**src/rtl/pipeline_hazard_controller_pkg.sv**
```systemverilog
// Shared types and constants for the pipeline control logic.
package cpu_ctrl_pkg;

   typedef enum logic [1:0] {
      INIT     = 2'd0,
      RUN      = 2'd1,
      MEM_WAIT = 2'd2
   } hz_state_t;

   // X31 reads as zero and is never a real producer.
   localparam logic [4:0] XZR = 5'd31;

endpackage

```
**src/rtl/pipeline_hazard_controller_sat_counter.sv**
```systemverilog
// Saturating up-counter: holds at all-ones instead of wrapping.
module sat_counter #(
   parameter int W = 16
) (
   input  logic         clk,
   input  logic         rst_n,
   input  logic         en,
   input  logic         clr,
   output logic [W-1:0] count
);

   // Count enabled cycles, stick at the maximum value.
   always_ff @(posedge clk or negedge rst_n) begin
      if (!rst_n) begin
         count <= '0;
      end else if (clr) begin
         count <= '0;
      end else if (en && (count != '1)) begin
         count <= count + W'(1);
      end
   end

endmodule

```
**src/rtl/pipeline_hazard_controller.sv**
```systemverilog
// Pipeline sequencer: post-reset PC hold, data-memory freeze, branch flush,
// load-use and flag-hazard stalls, plus a saturating stall-cycle counter.
module pipeline_hazard_controller
   import cpu_ctrl_pkg::*;
#(
   parameter int MEM_LAT  = 1,
   parameter int INIT_CYC = 2,
   parameter int CNT_W    = 16
) (
   input  logic             clk,
   input  logic             reset,
   input  logic             instr_valid_d,
   input  logic [4:0]       rn_d,
   input  logic [4:0]       rm_d,
   input  logic             uses_rm_d,
   input  logic             cond_branch_d,
   input  logic             memread_e,
   input  logic [4:0]       rd_e,
   input  logic             flag_set_e,
   input  logic             branch_taken_e,
   input  logic             mem_req_m,
   output logic             pc_we,
   output logic             ifid_we,
   output logic             ifid_flush,
   output logic             idex_we,
   output logic             idex_bubble,
   output logic             exmem_we,
   output logic             memwb_we,
   output logic [CNT_W-1:0] stall_cycles
);

   localparam logic [3:0] INIT_LOAD = 4'(INIT_CYC - 1);
   localparam logic [3:0] LAT_LOAD  = 4'(MEM_LAT - 1);

   hz_state_t  state;
   logic [3:0] wait_cnt;
   logic       mem_done;
   logic       load_use;
   logic       flag_haz;
   logic       freeze_req;

   // The zero register never produces a value, so it cannot cause a load-use stall.
   assign load_use   = instr_valid_d && memread_e && (rd_e != XZR) &&
                       ((rd_e == rn_d) || (uses_rm_d && (rd_e == rm_d)));
   assign flag_haz   = instr_valid_d && cond_branch_d && flag_set_e;
   // mem_done blocks a second freeze for an access that has already been served.
   assign freeze_req = mem_req_m && !mem_done && (MEM_LAT != 0);

   // Pipeline-register controls decoded from the current state and hazards.
   always_comb begin
      pc_we       = 1'b1;
      ifid_we     = 1'b1;
      ifid_flush  = 1'b0;
      idex_we     = 1'b1;
      idex_bubble = 1'b0;
      exmem_we    = 1'b1;
      memwb_we    = 1'b1;
      case (state)
         INIT: begin
            pc_we       = 1'b0;
            ifid_flush  = 1'b1;
            idex_bubble = 1'b1;
         end
         RUN: begin
            if (freeze_req) begin
               pc_we    = 1'b0;
               ifid_we  = 1'b0;
               idex_we  = 1'b0;
               exmem_we = 1'b0;
               memwb_we = 1'b0;
            end else if (branch_taken_e) begin
               ifid_flush  = 1'b1;
               idex_bubble = 1'b1;
            end else if (load_use || flag_haz) begin
               pc_we       = 1'b0;
               ifid_we     = 1'b0;
               idex_bubble = 1'b1;
            end
         end
         MEM_WAIT: begin
            pc_we    = 1'b0;
            ifid_we  = 1'b0;
            idex_we  = 1'b0;
            exmem_we = 1'b0;
            memwb_we = 1'b0;
         end
         default: ;
      endcase
   end

   // Sequencer state: reset hold, run, and multi-cycle memory wait.
   always_ff @(posedge clk or negedge reset) begin
      if (!reset) begin
         state    <= INIT;
         wait_cnt <= INIT_LOAD;
         mem_done <= 1'b0;
      end else begin
         case (state)
            INIT: begin
               if (wait_cnt == 4'd0) begin
                  state <= RUN;
               end else begin
                  wait_cnt <= wait_cnt - 4'd1;
               end
            end
            RUN: begin
               if (freeze_req) begin
                  if (MEM_LAT == 1) begin
                     mem_done <= 1'b1;
                  end else begin
                     state    <= MEM_WAIT;
                     wait_cnt <= LAT_LOAD;
                  end
               end else begin
                  // EX/MEM advanced, so the served access has left the M stage.
                  mem_done <= 1'b0;
               end
            end
            MEM_WAIT: begin
               if (wait_cnt == 4'd1) begin
                  state    <= RUN;
                  mem_done <= 1'b1;
               end else begin
                  wait_cnt <= wait_cnt - 4'd1;
               end
            end
            default: state <= INIT;
         endcase
      end
   end

   sat_counter #(.W(CNT_W)) u_stall_cnt (
      .clk   (clk),
      .rst_n (reset),
      .en    ((state != INIT) && !pc_we),
      .clr   (1'b0),
      .count (stall_cycles)
   );

endmodule

```
**config.mk**
```make
export PLATFORM = sky130hd
export DESIGN_NAME = pipeline_hazard_controller
export DESIGN_NICKNAME = d
export VERILOG_FILES = /design/src/rtl/pipeline_hazard_controller_pkg.sv /design/src/rtl/pipeline_hazard_controller_sat_counter.sv /design/src/rtl/pipeline_hazard_controller.sv
export SDC_FILE = /design/constraint.sdc
export NUM_CORES = 1
export LEC_CHECK = 0
export CAP_MARGIN = 20
export CORE_UTILIZATION = 40
export DETAILED_ROUTE_END_ITERATION = 6
export PLACE_DENSITY = 0.84
export SYNTH_ARGS = -nofsm -noshare
export SYNTH_HDL_FRONTEND = slang
export SYNTH_SLANG_ARGS = --single-unit
```
**constraint.sdc**
```tcl
create_clock -name clk -period 2.2 [get_ports clk]
set_input_delay 0.22 -clock clk [delete_from_list [all_inputs] [get_ports clk]]
set_output_delay 0.22 -clock clk [all_outputs]
set_load 0.005 [all_outputs]
```
==> results.json, run 1 <==
{
  "wirelength_mm": 2.92,
  "yosysTopAreaCell": "dfrtp_1",
  "post-route-period-util": 0.927,
  "met1_usage": 0.207,
  "cp_top_family": "buffers and inverters",
  "grt_usage": 0.183,
  "hold_buffers": 0,
  "die_w_um": 58.6,
  "synth-edff-count": 0,
  "dieArea_mm2": 0.00343,
  "worstSetupEndpointType": "output port",
  "rsz0062_at_grt": "no",
  "skew_ns": 0.00946,
  "synth_top_flop_cell": "dfrtp_1",
  "avgSynthCellArea_um2": 9.92,
  "ctsHtreeMaxLevel": 1,
  "max-clock-path-buffers": 2,
  "hold_viol_final": 0,
  "multiInputGateArea_um2": 688,
  "hp-class": "input pin to asynchronous set/reset pin",
  "boundaryPins": 47,
  "first_global_vias": 1121,
  "slew_headroom": 0.600,
  "ys_seq_elements": 22,
  "grt_first_pass_wirelength_mm": 4.77,
  "fill_cells": 284,
  "synth_fp_nets": 155,
  "insertion_delay_ns": 0.31,
  "antenna_found_initial": 0,
  "gr-usage-met3": 0.0352,
  "fin_util": 0.593,
  "cp_max_fo": 2,
  "gp_congestion": 0.782,
  "cts_tree": "built",
  "yosys.area_share.simple": 0.255,
  "antenna_left": 0,
  "layout_commonest_cell": "clkdlybuf4s50_1",
  "fmax_mhz": 490,
  "drt-pass1-iter-count": 4,
  "async_reset_ff_frac": 1.00,
  "power_leakage_nw": 0.808,
  "grt_max_degree": 16,
  "netlist.area_leader.share": 0.411,
  "seq_area_um2": 552,
  "dpl_cell_area_mm2": 0.00178,
  "grtUsageMet2": 0.328,
  "critical_path_class": "input pin to output port",
  "status": "complete, no violations",
  "port_buffers": 46,
  "top_usage_layer": "met2",
  "syn_to_final_growth_pct": 41.4,
  "drcViolationCount": 0,
  "synth_top_family_by_area": "simple AND/OR/NAND/NOR gates",
  "drv_slew": 0,
  "crit_chain": "clkdlybuf4s50_1 > xnor2_1 > nand3_1 > o22ai_2 > a21boi_2 > nor2_1 > nor3_1 > clkdlybuf4s50_1",
  "clkTransAtPathRegs_ns": 0.12,
  "ir_worst_vdd_mv": 0.516,
  "synth_cell_types": 37,
  "cts.sinks": 22,
  "cap_violations": 0,
  "viasPerCell": 5.14,
  "core_mm2": 0.00305,
  "cts_made_buffers": 3,
  "fin_area_mm2": 0.00181,
  "slowest_delay_ns": 0.52,
  "drt-wirelength-per-cell_um": 13.2,
  "gr-total-overflow": 0,
  "required_ns": 1.98,
  "worstMarginPinSlew_ns": 0.595,
  "yosysWarnings": 0,
  "syn-instance-count": 129,
  "vias": 1137,
  "setup_viol": 0,
  "cts_root_buf": "clkbuf_4",
  "critPathBufInv": 2,
  "synth_xor_area_frac": 0.178,
  "synth_adder_area_share": 0.0196,
  "worst-endpoint-arrival_ns": 1.82,
  "die_y_um": 58.6,
  "crit_path_start_kind": "input pin",
  "ys_seq_area_frac": 0.431,
  "yosys-top-cells-area": "dfrtp_1 (41%), xor2_1 (10%), xnor2_1 (7.5%)",
  "fin_crit_ns": 2.04,
  "start_util": 0.419,
  "diodes": 0,
  "synthMuxAreaShare": 0.0117,
  "mostFrequentLayoutCells": "clkdlybuf4s50_1 (39), dfrtp_1 (21), nand2_1 (16)",
  "synth_compound_area_frac": 0.0655,
  "fin_nets": 204,
  "drtIter0Drc": 15,
  "drive_gt1_frac": 0.113,
  "path_common_cell": "clkdlybuf4s50_1",
  "rows": 20,
  "powerDensity_mw_per_mm2": 592,
  "synth_area_mm2": 0.00128,
  "hpwl_mm": 2.27,
  "crit_path_top_delay_cell": "clkdlybuf4s50_1"
}
[per-stage QoR]
stage	setup slack (ns)	std cells	setup TNS [ns]	hold WS (ns)	power, W
floorplan	0.440	129	0	-0.0756	0.000687
global placement	-0.0942	217	-0.203	0.479	0.000889
detailed placement	-0.131	217	-0.351	0.490	0.000898
CTS	0.0537	221	0	0.251	0.00109
global route	0.0354	221	0	0.263	0.00115
finish	0.160	221	0	0.244	0.00107
[worst paths after layout]
kind	startpoint	end	slack (ns)	cells past startpoint
worst max-delay path	rn_d[1]	pc_we	0.16	8
worst min-delay path	reset	u_stall_cnt.count[4]$_DFFE_PN0P_	0.24	1
worst max register to register	u_stall_cnt.count[6]$_DFFE_PN0P_	u_stall_cnt.count[1]$_DFFE_PN0P_	0.17	6
worst min register to register	wait_cnt[0]$_DFFE_PN1P_	wait_cnt[0]$_DFFE_PN1P_	0.51	1
max in group asynchronous	reset	mem_done$_DFFE_PN0P_	1.40	2
min in group clk	wait_cnt[0]$_DFFE_PN1P_	wait_cnt[0]$_DFFE_PN1P_	0.51	1
[power breakdown]
| group | switching, W | internal, W | leakage, nW | total [W] |
|---|---|---|---|---|
| sequential | 0.0000773 | 0.000459 | 0.287 | 0.000536 |
| combinational | 0.000133 | 0.000219 | 0.506 | 0.000352 |
| clock | 0.000114 | 0.0000708 | 0.0150 | 0.000185 |
| total | 0.000324 | 0.000749 | 0.808 | 0.00107 |
[registers in the layout, indices dropped and copies added, names as in the netlist]
register / cells
mem_done: 1
u_stall_cnt.count: 16
state: 1
wait_cnt: 4
[timing repair]
item | CTS | global route
setup buffers | 0 | 0
endpoints found under the setup margin | 3 | 2
resized for setup | 8 | 2
gates cloned | 0 | 0
pin swaps | 2 | 1
endpoints found under the hold margin | 0 | 0
[synth_stat cells (2+ instances only)]
cell type,count
o21ai_0,4
buf_4,2
nand3_1,7
nor2_1,2
nor4_1,5
and3_1,2
dfrtp_1,21
nor4_2,3
nand2_1,16
xor2_1,15
xnor2_1,11
inv_1,5
nand4_1,3
nor3_1,9
ha_1,2
[metal layers]
layer / wire, um / vias up
li1: - / 547
met1: 1200 / 548
met2: 1470 / 35
met3: 184 / 7
met4: 66 / 0
met5: 0 / -
[final cells by class]
| class | count | share of cell area |
|---|---|---|
| flip-flops and latches | 22 | 0.305 |
| multi-input cells | 98 | 0.380 |
| well taps | 44 | 0.0304 |
| clock buffers | 4 | 0.0145 |
| inverters | 5 | 0.0104 |
| repair buffers | 48 | 0.260 |
[cells by family (layout without fill, tap and decap cells)]
| logic type | count (synthesis) | after routing |
|---|---|---|
| compound gates | 12 | 12 |
| buf+inv | 9 | 57 |
| mux | 1 | 1 |
| xor+xnor | 26 | 26 |
| simple gates | 57 | 57 |
| flops | 22 | 22 |
| fa+ha+maj | 2 | 2 |
Power figures use the tool's default switching activity.
==> run 2, diff against run 1 <==
--- a/config.mk
+++ b/config.mk
@@ -6,9 +6,11 @@
 export NUM_CORES = 1
 export LEC_CHECK = 0
 export CAP_MARGIN = 20
-export CORE_UTILIZATION = 40
+export CELL_PAD_IN_SITES_DETAIL_PLACEMENT = 0
+export CELL_PAD_IN_SITES_GLOBAL_PLACEMENT = 1
+export CORE_UTILIZATION = 33
 export DETAILED_ROUTE_END_ITERATION = 6
-export PLACE_DENSITY = 0.84
+export PLACE_DENSITY = 0.91
 export SYNTH_ARGS = -nofsm -noshare
 export SYNTH_HDL_FRONTEND = slang
 export SYNTH_SLANG_ARGS = --single-unit
==> constraint.sdc (replaced) <==
create_clock -name clk -period 2.3 [get_ports clk]
set_input_delay 0.23 -clock clk [delete_from_list [all_inputs] [get_ports clk]]
set_output_delay 0.23 -clock clk [all_outputs]
set_load 0.005 [all_outputs]
==> results.json, run 2 (synthesis results as in run 1) <==
{
  "status": "complete, no violations",
  "fmax_mhz": 464,
  "power_leakage_nw": 0.848,
  "crit_path_start_kind": "input pin",
  "regMostFlops": "u_stall_cnt.count",
  "first_global_vias": 1136,
  "syn_to_final_growth_pct": 44.6,
  "fin_nets": 204,
  "worstSetupEndpointType": "output port",
  "dpl_cell_area_mm2": 0.00178,
  "diodes": 0,
  "internal-power_w": 0.000775,
  "viasPerCell": 4.92,
  "die_y_um": 64.3,
  "core_mm2": 0.00369,
  "gr-total-overflow": 0,
  "hold_buffers": 0,
  "grt_usage": 0.158,
  "slew_headroom": 0.585,
  "start_util": 0.347,
  "layout_commonest_cell": "clkdlybuf4s50_1",
  "drtIter0Drc": 20,
  "rsz0062_at_grt": "no",
  "die_w_um": 64.3,
  "cts_made_buffers": 3,
  "p_sw_w": 0.000322,
  "cts_tree": "built",
  "drive_gt1_frac": 0.107,
  "vias": 1107,
  "skew_ns": 0.0102,
  "drcViolationCount": 0,
  "cap_violations": 0,
  "tns_ns": 0,
  "required_ns": 2.07,
  "hold_viol_final": 0,
  "antenna_left": 0,
  "hp-class": "input pin to asynchronous set/reset pin",
  "largest_reg_flops": 16,
  "cp_max_fo": 2,
  "max-clock-path-buffers": 2,
  "post-route-period-util": 0.937,
  "fin_crit_ns": 2.16,
  "dieArea_mm2": 0.00413,
  "powerDensity_mw_per_mm2": 593,
  "setup_viol": 0,
  "rows": 22,
  "worstMarginPinSlew_ns": 0.617,
  "ctsHtreeMaxLevel": 1,
  "largestRegisters": "u_stall_cnt.count (16), wait_cnt (4)",
  "critical_path_class": "input pin to output port",
  "combPwrFrac": 0.313,
  "seqPwrFrac": 0.466,
  "drv_slew": 0,
  "p_clk_frac": 0.221,
  "ir_worst_vdd_mv": 0.420,
  "drt-wirelength-per-cell_um": 13.6,
  "port_buffers": 46,
  "gp_congestion": 0.884,
  "cts_root_buf": "clkbuf_8",
  "worst-endpoint-arrival_ns": 1.93,
  "mostFrequentLayoutCells": "clkdlybuf4s50_1 (40), dfrtp_1 (21), nand2_1 (16)",
  "fin_area_mm2": 0.00185,
  "wirelength_mm": 3.05,
  "grt_first_pass_wirelength_mm": 5.04,
  "cts.sinks": 22,
  "fill_cells": 358,
  "drt-pass1-iter-count": 4,
  "grt_max_degree": 16,
  "clkTransAtPathRegs_ns": 0.08,
  "p_sw_frac": 0.293,
  "antenna_found_initial": 0,
  "boundaryPins": 47,
  "hpwl_mm": 2.33,
  "insertion_delay_ns": 0.26
}
-- run 2: area by class of cell --
cell class,count,area (um^2),area share
repair buffers,48,490,0.265
clock buffers,4,45.0,0.0243
inverters,5,18.8,0.0101
flip-flops and latches,22,552,0.298
multi-input cells,98,684,0.370
well taps,48,60.1,0.0325
-- run 2: power groups by stage --
| stage | clock network, W | registers [W] | logic (W) |
|---|---|---|---|
| after floorplan | 0 | 0.000512 | 0.000146 |
| after global placement | 0 | 0.000518 | 0.000336 |
| after detailed placement | 0 | 0.000521 | 0.000342 |
| after CTS | 0.000249 | 0.000514 | 0.000345 |
| after global routing | 0.000272 | 0.000525 | 0.000375 |
| final | 0.000243 | 0.000511 | 0.000344 |
-- run 2: worst paths after layout --
check	start	to	slack [ns]	cells after the start
setup / recovery	rn_d[0]	idex_bubble	0.14	7
setup reg to reg	u_stall_cnt.count[6]$_DFFE_PN0P_	u_stall_cnt.count[1]$_DFFE_PN0P_	0.29	6
hold reg to reg	wait_cnt[0]$_DFFE_PN1P_	wait_cnt[0]$_DFFE_PN1P_	0.50	1
min in group clk	wait_cnt[0]$_DFFE_PN1P_	wait_cnt[0]$_DFFE_PN1P_	0.50	1
max in group asynchronous	reset	u_stall_cnt.count[11]$_DFFE_PN0P_	1.43	2
hold / removal	reset	u_stall_cnt.count[2]$_DFFE_PN0P_	0.31	1
-- run 2: worst max-delay path, stage by stage --
cell	delay [ns]
clkdlybuf4s50_1	0.41
xnor2_1	0.20
nand2_1	0.10
o22ai_2	0.21
a21boi_1	0.11
o21bai_1	0.13
clkdlybuf4s50_1	0.52
-- run 2: per-layer routing --
layer  part of all wire  GRT usage  vias up  routed length, um
met5                  0          0        -                  0
met4              0.020     0.0833        0                 60
met3              0.046     0.0268        5                141
met2               0.48      0.271       35               1460
met1               0.46      0.185      522               1390
li1                   -          -      545                  -
-- run 2: per-stage QoR --
stage / power [W] / instances / hold WS, ns / setup WS [ns] / util
after floorplan: 0.000657 / 129 / -0.0656 / 0.540 / -
after global placement: 0.000854 / 221 / 0.486 / 0.00362 / 0.484
after detailed placement: 0.000862 / 221 / 0.494 / -0.0143 / 0.484
after CTS: 0.00111 / 225 / 0.330 / 0.00462 / 0.498
after global routing: 0.00117 / 225 / 0.347 / 0.0293 / 0.502
final: 0.00110 / 225 / 0.312 / 0.144 / 0.502
-- run 2: what timing repair did --
item,4_1_cts,5_1_grt
gates resized for setup,1,7
buffers inserted,0,0
endpoints found under the setup margin,2,3
pin swaps,0,5
==> run 3, diff against run 2 <==
--- a/config.mk
+++ b/config.mk
@@ -11,6 +11,7 @@
 export CORE_UTILIZATION = 33
 export DETAILED_ROUTE_END_ITERATION = 6
 export PLACE_DENSITY = 0.91
+export RECOVER_POWER = 100
 export SYNTH_ARGS = -nofsm -noshare
 export SYNTH_HDL_FRONTEND = slang
 export SYNTH_SLANG_ARGS = --single-unit
==> results.json, run 3 (synthesis results as in run 1) <==
{
  "status": "complete, no violations",
  "start_util": 0.347,
  "antenna_left": 0,
  "drive_gt1_frac": 0.0508,
  "fmax_mhz": 460,
  "drtIter0Drc": 26,
  "slowest_delay_ns": 0.58,
  "skew_ns": 0.00967,
  "hold_viol_final": 0,
  "slew_headroom": 0.584,
  "insertion_delay_ns": 0.26,
  "grt_max_degree": 16,
  "antenna_found_initial": 0,
  "worst-endpoint-arrival_ns": 1.94,
  "dpl_cell_area_mm2": 0.00178,
  "wirelength_mm": 3.04,
  "crit_path_top_delay_cell": "dlygate4sd3_1",
  "post-route-period-util": 0.945,
  "power_leakage_nw": 0.883,
  "rrSetupSlack_ns": 0.22,
  "gr-total-overflow": 0,
  "diodes": 0,
  "grt_first_pass_wirelength_mm": 5.04,
  "crit_start": "rn_d[0]",
  "fin_area_mm2": 0.00181,
  "dp_slack_ns": -0.0143,
  "hpwl_mm": 2.33,
  "crit_path_start_kind": "input pin",
  "holdWs_ns": 0.381,
  "boundaryPins": 47,
  "largestRegisters": "u_stall_cnt.count (16), wait_cnt (4)",
  "ctsHtreeMaxLevel": 1,
  "fin_nets": 204,
  "drcViolationCount": 0,
  "clkTransAtPathRegs_ns": 0.08,
  "dieArea_mm2": 0.00413,
  "rows": 22,
  "worstSetupEndpointType": "output port",
  "mostFrequentLayoutCells": "dlygate4sd3_1 (22), dfrtp_1 (21), clkdlybuf4s50_1 (18)",
  "grt_usage": 0.158,
  "layout_commonest_cell": "dlygate4sd3_1",
  "tns_ns": 0,
  "drt-wirelength-per-cell_um": 13.5,
  "top_usage_layer": "met2",
  "cp_max_fo": 2,
  "gp_congestion": 0.884,
  "max-clock-path-buffers": 2,
  "viasPerCell": 4.96,
  "crit_chain": "clkdlybuf4s50_1 > xnor2_1 > nand2_1 > o22ai_2 > a21boi_1 > o21bai_1 > dlygate4sd3_1",
  "required_ns": 2.07,
  "cts_tree": "built",
  "hp-class": "input pin to asynchronous set/reset pin",
  "syn_to_final_growth_pct": 41.4,
  "cts.sinks": 22,
  "r2r-end": "u_stall_cnt.count[1]$_DFFE_PN0P_",
  "vias": 1115,
  "rsz0062_at_grt": "no",
  "ff2ff_path_depth": 6,
  "cts_root_buf": "clkbuf_8",
  "gr-usage-met3": 0.0268,
  "fin_crit_ns": 2.17,
  "met1_usage": 0.185,
  "regMostFlops": "u_stall_cnt.count",
  "setup_viol": 0,
  "core_mm2": 0.00369,
  "cap_violations": 0,
  "ir_worst_vdd_mv": 0.371,
  "worst_slack_ns": 0.127,
  "regToRegStartpoint": "u_stall_cnt.count[6]$_DFFE_PN0P_",
  "worstMarginPinSlew_ns": 0.619,
  "drv_slew": 0,
  "cts_made_buffers": 3,
  "die_w_um": 64.3,
  "cp-endpoint": "idex_bubble",
  "powerDensity_mw_per_mm2": 584,
  "critical_path_class": "input pin to output port",
  "first_global_vias": 1136,
  "die_y_um": 64.3,
  "post_cts_buffers": 0,
  "drt-pass1-iter-count": 4,
  "largest_reg_flops": 16,
  "port_buffers": 46,
  "grtUsageMet2": 0.271
}
==> run 3: changes by cell type in the layout (fill, tap and decap cells not counted), moves of 2 or more <==
cell / change
nor4_1: +2
nor4_2: -2
dlygate4sd3_1: +22
clkdlybuf4s50_1: -22
==> run 3: worst max-delay path, delay by kind of cell <==
kind / cells / cell delay [ns]
buffers and inverters: 2 / 0.99
AO/OA/AOI/OAI: 3 / 0.42
AND/OR/NAND/NOR: 1 / 0.10
XOR/XNOR: 1 / 0.20
==> run 3: worst min-delay path by stage <==
stage,cells past startpoint,start,to,slack [ns]
floorplan,0,reset,mem_done$_DFFE_PN0P_,-0.07
global route,1,reset,u_stall_cnt.count[7]$_DFFE_PN0P_,0.41
finish,1,reset,u_stall_cnt.count[2]$_DFFE_PN0P_,0.38
CTS,1,reset,u_stall_cnt.count[2]$_DFFE_PN0P_,0.33
global placement,1,wait_cnt[3]$_DFFE_PN0P_,wait_cnt[3]$_DFFE_PN0P_,0.49
detailed placement,1,wait_cnt[0]$_DFFE_PN1P_,wait_cnt[0]$_DFFE_PN1P_,0.49
==> run 3: cell type report <==
type	instances	area [um^2]
clock buffer	4	45.0
tap	48	60.1
fill	369	1880
timing repair buffer	48	487
sequential	22	552
inverter	5	18.8
multi-input combinational	98	648
==> run 3: what timing repair did <==
action	CTS	global route
hold buffers	0	0
endpoints found under the hold margin	0	0
resized for setup	1	7
setup endpoints to repair	2	3
pin swaps	0	5
==> run 3: metrics by stage <==
step                      cells   util  power [W]
after global routing        225  0.491    0.00113
after CTS                   225  0.498    0.00111
after detailed placement    221  0.484   0.000862
final                       225  0.491    0.00106
after global placement      221  0.484   0.000854
after floorplan             129      -   0.000657
==> run 3: power by group <==
group	switching [W]	internal [W]	total (W)
Sequential	0.0000688	0.000439	0.000508
Clock	0.000118	0.000123	0.000242
Combinational	0.000128	0.000180	0.000308
Total	0.000315	0.000742	0.00106
==> run 3: routing by layer <==
layer  vias up  part of all wire
met1       522              0.44
met5         -                 0
met4         0             0.020
met3         5             0.054
met2        41              0.48
li1        547                 -
